`src/rtl/calc_mem_arbiter_pkg.sv`:
```
// Shared types and default widths for the calculator memory-port arbiter.
package calc_mem_pkg;

  localparam int unsigned ADDR_W = 16;
  localparam int unsigned DATA_W = 16;

  typedef enum logic [1:0] {
    IDLE    = 2'd0,
    ISSUE   = 2'd1,
    WAIT_RD = 2'd2,
    RESP    = 2'd3
  } arb_state_t;

  typedef enum logic {
    REQ_A = 1'b0,
    REQ_B = 1'b1
  } req_id_t;

  typedef struct packed {
    logic              we;
    logic [ADDR_W-1:0] addr;
    logic [DATA_W-1:0] wdata;
  } mem_req_t;

endpackage

```
`src/rtl/calc_mem_arbiter_if.sv`:
```
// Requester A/B handshakes plus the memory pins; slave = arbiter side.
interface calc_mem_arbiter_if #(
  parameter int unsigned ADDR_W = 16,
  parameter int unsigned DATA_W = 16
);

  logic              req_a;
  logic              we_a;
  logic [ADDR_W-1:0] addr_a;
  logic [DATA_W-1:0] wdata_a;
  logic              gnt_a;
  logic              rvalid_a;
  logic [DATA_W-1:0] rdata_a;

  logic              req_b;
  logic              we_b;
  logic [ADDR_W-1:0] addr_b;
  logic [DATA_W-1:0] wdata_b;
  logic              gnt_b;
  logic              rvalid_b;
  logic [DATA_W-1:0] rdata_b;

  logic              oe;
  logic              we;
  logic [ADDR_W-1:0] mem_addr;
  logic [DATA_W-1:0] mem_data_in;
  logic [DATA_W-1:0] mem_data_out;
  logic              busy;

  modport slave (
    input  req_a, we_a, addr_a, wdata_a,
    input  req_b, we_b, addr_b, wdata_b,
    input  mem_data_out,
    output gnt_a, rvalid_a, rdata_a,
    output gnt_b, rvalid_b, rdata_b,
    output oe, we, mem_addr, mem_data_in, busy
  );

  modport master (
    output req_a, we_a, addr_a, wdata_a,
    output req_b, we_b, addr_b, wdata_b,
    output mem_data_out,
    input  gnt_a, rvalid_a, rdata_a,
    input  gnt_b, rvalid_b, rdata_b,
    input  oe, we, mem_addr, mem_data_in, busy
  );

endinterface

```
`src/rtl/calc_mem_arbiter_rr_arb2.sv`:
```
// Combinational two-way round-robin pick; the pointer register lives in the parent.
module rr_arb2
  import calc_mem_pkg::*;
(
  input  logic    i_req_a,
  input  logic    i_req_b,
  input  req_id_t i_ptr,
  output logic    o_valid_c,
  output req_id_t o_winner_c
);

  // A lone requester wins outright; the pointer only breaks ties.
  always_comb begin
    o_valid_c  = i_req_a | i_req_b;
    o_winner_c = REQ_A;
    if (i_req_a && i_req_b) begin
      o_winner_c = i_ptr;
    end else if (i_req_b) begin
      o_winner_c = REQ_B;
    end
  end

endmodule

```
`src/rtl/calc_mem_arbiter.sv`:
```
// Round-robin sharing of the single memory port between the controller (A)
// and the display/history scanner (B); one access in flight at a time.
module calc_mem_arbiter #(
  parameter int unsigned ADDR_W   = calc_mem_pkg::ADDR_W,
  parameter int unsigned DATA_W   = calc_mem_pkg::DATA_W,
  parameter int unsigned READ_LAT = 1
) (
  input  logic               clk,
  input  logic               reset,
  calc_mem_arbiter_if.slave  bus
);
  import calc_mem_pkg::*;

  localparam int unsigned CNT_W = 2;

  arb_state_t        r_state;
  req_id_t           r_ptr;
  req_id_t           r_winner;
  logic              r_is_wr;
  logic [CNT_W-1:0]  r_cnt;

  logic              r_gnt_a;
  logic              r_gnt_b;
  logic              r_rvalid_a;
  logic              r_rvalid_b;
  logic [DATA_W-1:0] r_rdata_a;
  logic [DATA_W-1:0] r_rdata_b;
  logic              r_oe;
  logic              r_we;
  logic [ADDR_W-1:0] r_mem_addr;
  logic [DATA_W-1:0] r_mem_data_in;
  logic              r_busy;

  logic              w_valid;
  req_id_t           w_winner;
  mem_req_t          w_sel;

  rr_arb2 u_rr_arb2 (
    .i_req_a    (bus.req_a),
    .i_req_b    (bus.req_b),
    .i_ptr      (r_ptr),
    .o_valid_c  (w_valid),
    .o_winner_c (w_winner)
  );

  assign w_sel = (w_winner == REQ_B) ? {bus.we_b, bus.addr_b, bus.wdata_b}
                                     : {bus.we_a, bus.addr_a, bus.wdata_a};

  // Memory pins and gnt are loaded on the IDLE->ISSUE edge so they are valid
  // exactly during the ISSUE cycle; the output registers hold the latched request.
  always_ff @(posedge clk) begin
    if (reset) begin
      r_state       <= IDLE;
      r_ptr         <= REQ_A;
      r_winner      <= REQ_A;
      r_is_wr       <= 1'b0;
      r_cnt         <= '0;
      r_gnt_a       <= 1'b0;
      r_gnt_b       <= 1'b0;
      r_rvalid_a    <= 1'b0;
      r_rvalid_b    <= 1'b0;
      r_rdata_a     <= '0;
      r_rdata_b     <= '0;
      r_oe          <= 1'b0;
      r_we          <= 1'b0;
      r_mem_addr    <= '0;
      r_mem_data_in <= '0;
      r_busy        <= 1'b0;
    end else begin
      r_gnt_a       <= 1'b0;
      r_gnt_b       <= 1'b0;
      r_rvalid_a    <= 1'b0;
      r_rvalid_b    <= 1'b0;
      r_oe          <= 1'b0;
      r_we          <= 1'b0;
      r_mem_addr    <= '0;
      r_mem_data_in <= '0;

      unique case (r_state)
        IDLE: begin
          if (w_valid) begin
            r_state       <= ISSUE;
            r_winner      <= w_winner;
            r_is_wr       <= w_sel.we;
            r_gnt_a       <= (w_winner == REQ_A);
            r_gnt_b       <= (w_winner == REQ_B);
            r_oe          <= ~w_sel.we;
            r_we          <= w_sel.we;
            r_mem_addr    <= w_sel.addr;
            r_mem_data_in <= w_sel.we ? w_sel.wdata : '0;
            r_busy        <= 1'b1;
          end else begin
            r_busy        <= 1'b0;
          end
        end

        ISSUE: begin
          r_ptr <= (r_winner == REQ_A) ? REQ_B : REQ_A;
          if (r_is_wr) begin
            r_state <= IDLE;
            r_busy  <= 1'b0;
          end else begin
            r_state <= WAIT_RD;
            r_cnt   <= CNT_W'(READ_LAT - 1);
            r_busy  <= 1'b1;
          end
        end

        WAIT_RD: begin
          if (r_cnt == '0) begin
            r_state <= RESP;
            if (r_winner == REQ_A) begin
              r_rdata_a  <= bus.mem_data_out;
              r_rvalid_a <= 1'b1;
            end else begin
              r_rdata_b  <= bus.mem_data_out;
              r_rvalid_b <= 1'b1;
            end
          end else begin
            r_cnt <= r_cnt - CNT_W'(1);
          end
        end

        RESP: begin
          r_state <= IDLE;
          r_busy  <= 1'b0;
        end

        default: begin
          r_state <= IDLE;
          r_busy  <= 1'b0;
        end
      endcase
    end
  end

  assign bus.gnt_a       = r_gnt_a;
  assign bus.gnt_b       = r_gnt_b;
  assign bus.rvalid_a    = r_rvalid_a;
  assign bus.rvalid_b    = r_rvalid_b;
  assign bus.rdata_a     = r_rdata_a;
  assign bus.rdata_b     = r_rdata_b;
  assign bus.oe          = r_oe;
  assign bus.we          = r_we;
  assign bus.mem_addr    = r_mem_addr;
  assign bus.mem_data_in = r_mem_data_in;
  assign bus.busy        = r_busy;

endmodule

```
`src/flat_wrapper.sv`:
```
// flat-port wrapper written by rule: the top's interface ports become plain ports
module calc_mem_arbiter_flat import calc_mem_pkg::*;
#(
  parameter int unsigned ADDR_W   = calc_mem_pkg::ADDR_W,
  parameter int unsigned DATA_W   = calc_mem_pkg::DATA_W,
  parameter int unsigned READ_LAT = 1
)
  (clk, reset, bus_req_a, bus_we_a, bus_addr_a, bus_wdata_a, bus_req_b, bus_we_b, bus_addr_b, bus_wdata_b, bus_mem_data_out, bus_gnt_a, bus_rvalid_a, bus_rdata_a, bus_gnt_b, bus_rvalid_b, bus_rdata_b, bus_oe, bus_we, bus_mem_addr, bus_mem_data_in, bus_busy);
  calc_mem_arbiter_if #(.ADDR_W(ADDR_W), .DATA_W(DATA_W)) bus_i ();
  input  logic clk;
  input  logic reset;
  input wire logic [$bits(bus_i.req_a)-1:0] bus_req_a;
  input wire logic [$bits(bus_i.we_a)-1:0] bus_we_a;
  input wire logic [$bits(bus_i.addr_a)-1:0] bus_addr_a;
  input wire logic [$bits(bus_i.wdata_a)-1:0] bus_wdata_a;
  input wire logic [$bits(bus_i.req_b)-1:0] bus_req_b;
  input wire logic [$bits(bus_i.we_b)-1:0] bus_we_b;
  input wire logic [$bits(bus_i.addr_b)-1:0] bus_addr_b;
  input wire logic [$bits(bus_i.wdata_b)-1:0] bus_wdata_b;
  input wire logic [$bits(bus_i.mem_data_out)-1:0] bus_mem_data_out;
  output wire logic [$bits(bus_i.gnt_a)-1:0] bus_gnt_a;
  output wire logic [$bits(bus_i.rvalid_a)-1:0] bus_rvalid_a;
  output wire logic [$bits(bus_i.rdata_a)-1:0] bus_rdata_a;
  output wire logic [$bits(bus_i.gnt_b)-1:0] bus_gnt_b;
  output wire logic [$bits(bus_i.rvalid_b)-1:0] bus_rvalid_b;
  output wire logic [$bits(bus_i.rdata_b)-1:0] bus_rdata_b;
  output wire logic [$bits(bus_i.oe)-1:0] bus_oe;
  output wire logic [$bits(bus_i.we)-1:0] bus_we;
  output wire logic [$bits(bus_i.mem_addr)-1:0] bus_mem_addr;
  output wire logic [$bits(bus_i.mem_data_in)-1:0] bus_mem_data_in;
  output wire logic [$bits(bus_i.busy)-1:0] bus_busy;
  assign bus_i.req_a = bus_req_a;
  assign bus_i.we_a = bus_we_a;
  assign bus_i.addr_a = bus_addr_a;
  assign bus_i.wdata_a = bus_wdata_a;
  assign bus_i.req_b = bus_req_b;
  assign bus_i.we_b = bus_we_b;
  assign bus_i.addr_b = bus_addr_b;
  assign bus_i.wdata_b = bus_wdata_b;
  assign bus_i.mem_data_out = bus_mem_data_out;
  assign bus_gnt_a = bus_i.gnt_a;
  assign bus_rvalid_a = bus_i.rvalid_a;
  assign bus_rdata_a = bus_i.rdata_a;
  assign bus_gnt_b = bus_i.gnt_b;
  assign bus_rvalid_b = bus_i.rvalid_b;
  assign bus_rdata_b = bus_i.rdata_b;
  assign bus_oe = bus_i.oe;
  assign bus_we = bus_i.we;
  assign bus_mem_addr = bus_i.mem_addr;
  assign bus_mem_data_in = bus_i.mem_data_in;
  assign bus_busy = bus_i.busy;
  calc_mem_arbiter #(.ADDR_W(ADDR_W), .DATA_W(DATA_W), .READ_LAT(READ_LAT)) u_core (.clk(clk), .reset(reset), .bus(bus_i));
endmodule
```
`config.mk`:
```
export PLATFORM = sky130hd
export DESIGN_NAME = calc_mem_arbiter_flat
export DESIGN_NICKNAME = d
export VERILOG_FILES = /design/src/rtl/calc_mem_arbiter_pkg.sv /design/src/rtl/calc_mem_arbiter_if.sv /design/src/rtl/calc_mem_arbiter_rr_arb2.sv /design/src/rtl/calc_mem_arbiter.sv /design/src/flat_wrapper.sv
export SDC_FILE = /design/constraint.sdc
export NUM_CORES = 1
export LEC_CHECK = 0
export CAP_MARGIN = 20
export CORE_MARGIN = 5
export CORE_UTILIZATION = 38
export DETAILED_ROUTE_END_ITERATION = 8
export HOLD_SLACK_MARGIN = 0.15
export PLACE_DENSITY = 0.82
export SYNTH_ARGS = -nofsm -noshare
export SYNTH_HDL_FRONTEND = slang
export SYNTH_HIERARCHICAL = 1
export SYNTH_SLANG_ARGS = --single-unit
```
`constraint.sdc`:
```
create_clock -name clk -period 2.1 [get_ports clk]
set_input_delay 0.21 -clock clk [delete_from_list [all_inputs] [get_ports clk]]
set_output_delay 0.21 -clock clk [all_outputs]
set_load 0.005 [all_outputs]
```
==> metrics <==
count of cell types in the netlist=29; area grow syn2layout=65.36%; P_sw=~710 uW; worst hold stages=3; critical path class=primary input to flop; Clock Sinks=around 80; Seq pwr share=about half; Slew Limit Fails=0; clock power share=30.8%; Tcrit/Tclk final=~85%; Starting DRT DRC Count=70; worst path required time=~2.4 ns; share of cells above drive strength 1=4.989%; DIE WIDTH=around 96 um; # DRC=0; Via-to-Cell Ratio=4.568; Total GRT Usage=between 10% and 20%; Die ar.=just over 9000 sq um; register area=~1600 sq um; register bit total from synthesis=just under 80; WL final=~8000 um; asr flop ratio synth=0%; CTS tree=built; clock latency on the worst-skew pair=0.33 ns; gpl congestion=0.7604; Final Hold Vio Count=0; CP arrival=around 2 ns; final setup skew=approximately 0.0072 ns; Net Sw Frac=a little under a quarter; Core Box Area=around 7200 sq um; nets@finish=roughly 550; Most used DFF post-synth=dfxtp_1; CP max FO=17; total gr overflow=0; max_cap viols=0; Initial Utilization=between 30% and 40%; largest net degree at the start of global routing=43; row cnt=31; # IOs=~160; CTS max path bufs=2; Clock Tree Root=clkbuf_8; number of fillers in the final layout=633; hold buffer count at cts=0; CTS H-Tree Depth=3; first-pass GRT wire length=about 12000 um; Max-slew headroom=approximately three fifths; Worst Hold Class=primary input to flop; Leakage Power=between 1.5 and 2 nW; HPWL reported at the end of detailed placement=approximately 6200 um; commonest cells after routing, fill and taps aside=156 x clkdlybuf4s50_1, 78 x dfxtp_1, 65 x nand2_1; number of setup buffers added after CTS=0; Tot Pwr=between 3 and 4 mW; routed len/inst=14.36 um; CTS clk-pin slew, worst paths=0.07 ns; reg2reg end=u_core/bus.mem_data_in[8]; Max IR drop VDD=0.3351 mV; initial antenna violation count=0; hold_ws=between 0.4 and 0.5 ns; most common cell after layout, fill and taps aside=clkdlybuf4s50_1; Int Pwr=2.365 mW; R2R Path Start=u_core/r_ptr; register area share after synthesis=between 50% and 60%; pre-CTS setup slack=-0.02656 ns; Die Y=about 96 um; Slew @ Worst Pin=around 0.62 ns; post-layout minimum cycle time=between 1.5 and 2 ns; hold_sp=bus_mem_data_out[10]; FF-to-FF setup slack=approximately 0.45 ns; antenna viol nets, final=0; Max Freq=about 560 MHz; EDFF count, synth=0; port bufs=156; Syn Std Cell Area=~2800 sq um; Syn Area/Cell=~9 sq um; post-synth net total=393; Hold Path Sink=u_core/bus.rdata_b[10]; Mapped Cells=306; CP Launch Type=primary input; Final Util=64.15%; CP endpoint kind=flop; r2r worst-path depth=5; PwrDens=664.9 nW/um^2; status=completed; vias=between 2000 and 3000; # setup viols final=0; DR pass1 iterations=6; final setup margin=0.3047 ns; vias in the first global route=approximately 2600; cts bufs inserted=9; # diodes=0; synthesis warning total=6; RSZ-0062 raised after global routing=false; Comb power frac=approximately 18%; area of the multi-input gates=1141 sq um; cells resized by post-CTS repair=0
## how the worst max path moves through the flow
stage | from | endpoint | slack, ns | cells past startpoint
5_1_grt | bus_req_a | u_core/bus.mem_data_in[4] | 0.22 | 5
4_1_cts | bus_req_a | u_core/bus.mem_data_in[8] | 0.32 | 5
3_5_place_dp | bus_req_a | u_core/bus.mem_data_in[8] | -0.03 | 5
2_1_floorplan | u_core/r_ptr | u_core/bus.mem_addr[14] | 0.56 | 6
6_report | bus_req_a | u_core/bus.mem_data_in[8] | 0.30 | 5
3_3_place_gp | bus_req_a | u_core/bus.mem_data_in[12] | 0.02 | 5
## kinds of logic after synthesis
logic type / Yosys count / share of synthesized area, %
flip-flops: 78 / 55.79
AO/OA/AOI/OAI: 43 / 8.449
buffers and inverters: 27 / 4.381
multiplexers: 35 / 12.52
AND/OR/NAND/NOR: 122 / 18.42
adder cells (fa/ha/maj): 1 / 0.4470
## cell type report
type	count	share of cell area, %
clock inverters	2	0.2163
inverters	5	0.4055
clock buffers	11	3.271
flip-flops and latches	78	33.74
well taps	99	2.676
repair buffers	164	35.04
multi-input cells	201	24.66
## Yosys cell counts (all sizes together), types with 2 or more instances
| cell | instances | area [sq um] |
|---|---|---|
| inv | 5 | 18.77 |
| a211oi | 3 | 22.52 |
| buf | 11 | 62.55 |
| or2 | 2 | 12.51 |
| nor2 | 42 | 157.7 |
| nand2b | 3 | 18.77 |
| clkbuf | 11 | 41.29 |
| nor2b | 2 | 12.51 |
| dfxtp | 78 | 1562 |
| nand2 | 65 | 244.0 |
| mux2i | 35 | 350.3 |
| a21oi | 34 | 170.2 |
## worst max-delay path, cell delays in order
cell	delay (ns)
clkdlybuf4s50_1	0.51
or2_1	0.16
or4b_1	0.48
or2_1	0.48
nor2_1	0.20
## layer usage
metal	vias to the layer above	track usage [%]	wire, um
li1	1304	-	-
met1	1136	18.20	2978
met2	110	30.86	4027
met3	8	8.444	937
met4	0	6.398	97
met5	-	0	0
## power by group through the flow
stage | Sequential [mW] | Clock [mW] | Combinational, mW
global placement | 1.61 | 0 | 0.546
global route | 1.59 | 1.05 | 0.596
detailed placement | 1.62 | 0 | 0.556
CTS | 1.58 | 0.994 | 0.558
finish | 1.58 | 0.947 | 0.550
floorplan | 1.62 | 0 | 0.202
## flip-flops by register name, summed over array words and instances, names as in the netlist, 2 cells and up, named ones only
name                    cells
u_core/r_cnt                2
u_core/bus.rdata_b         16
u_core/bus.mem_addr        16
u_core/bus.mem_data_in     16
u_core/bus.rdata_a         16
## metrics by stage
stage | std cells | area [sq um] | setup TNS [ns]
floorplan | 306 | 2799 | 0
global placement | 547 | 4467 | 0
detailed placement | 547 | 4467 | -0.06323
CTS | 560 | 4628 | 0
global route | 560 | 4628 | 0
finish | 560 | 4628 | 0
Note: power is estimated with default switching activity, not from simulation.
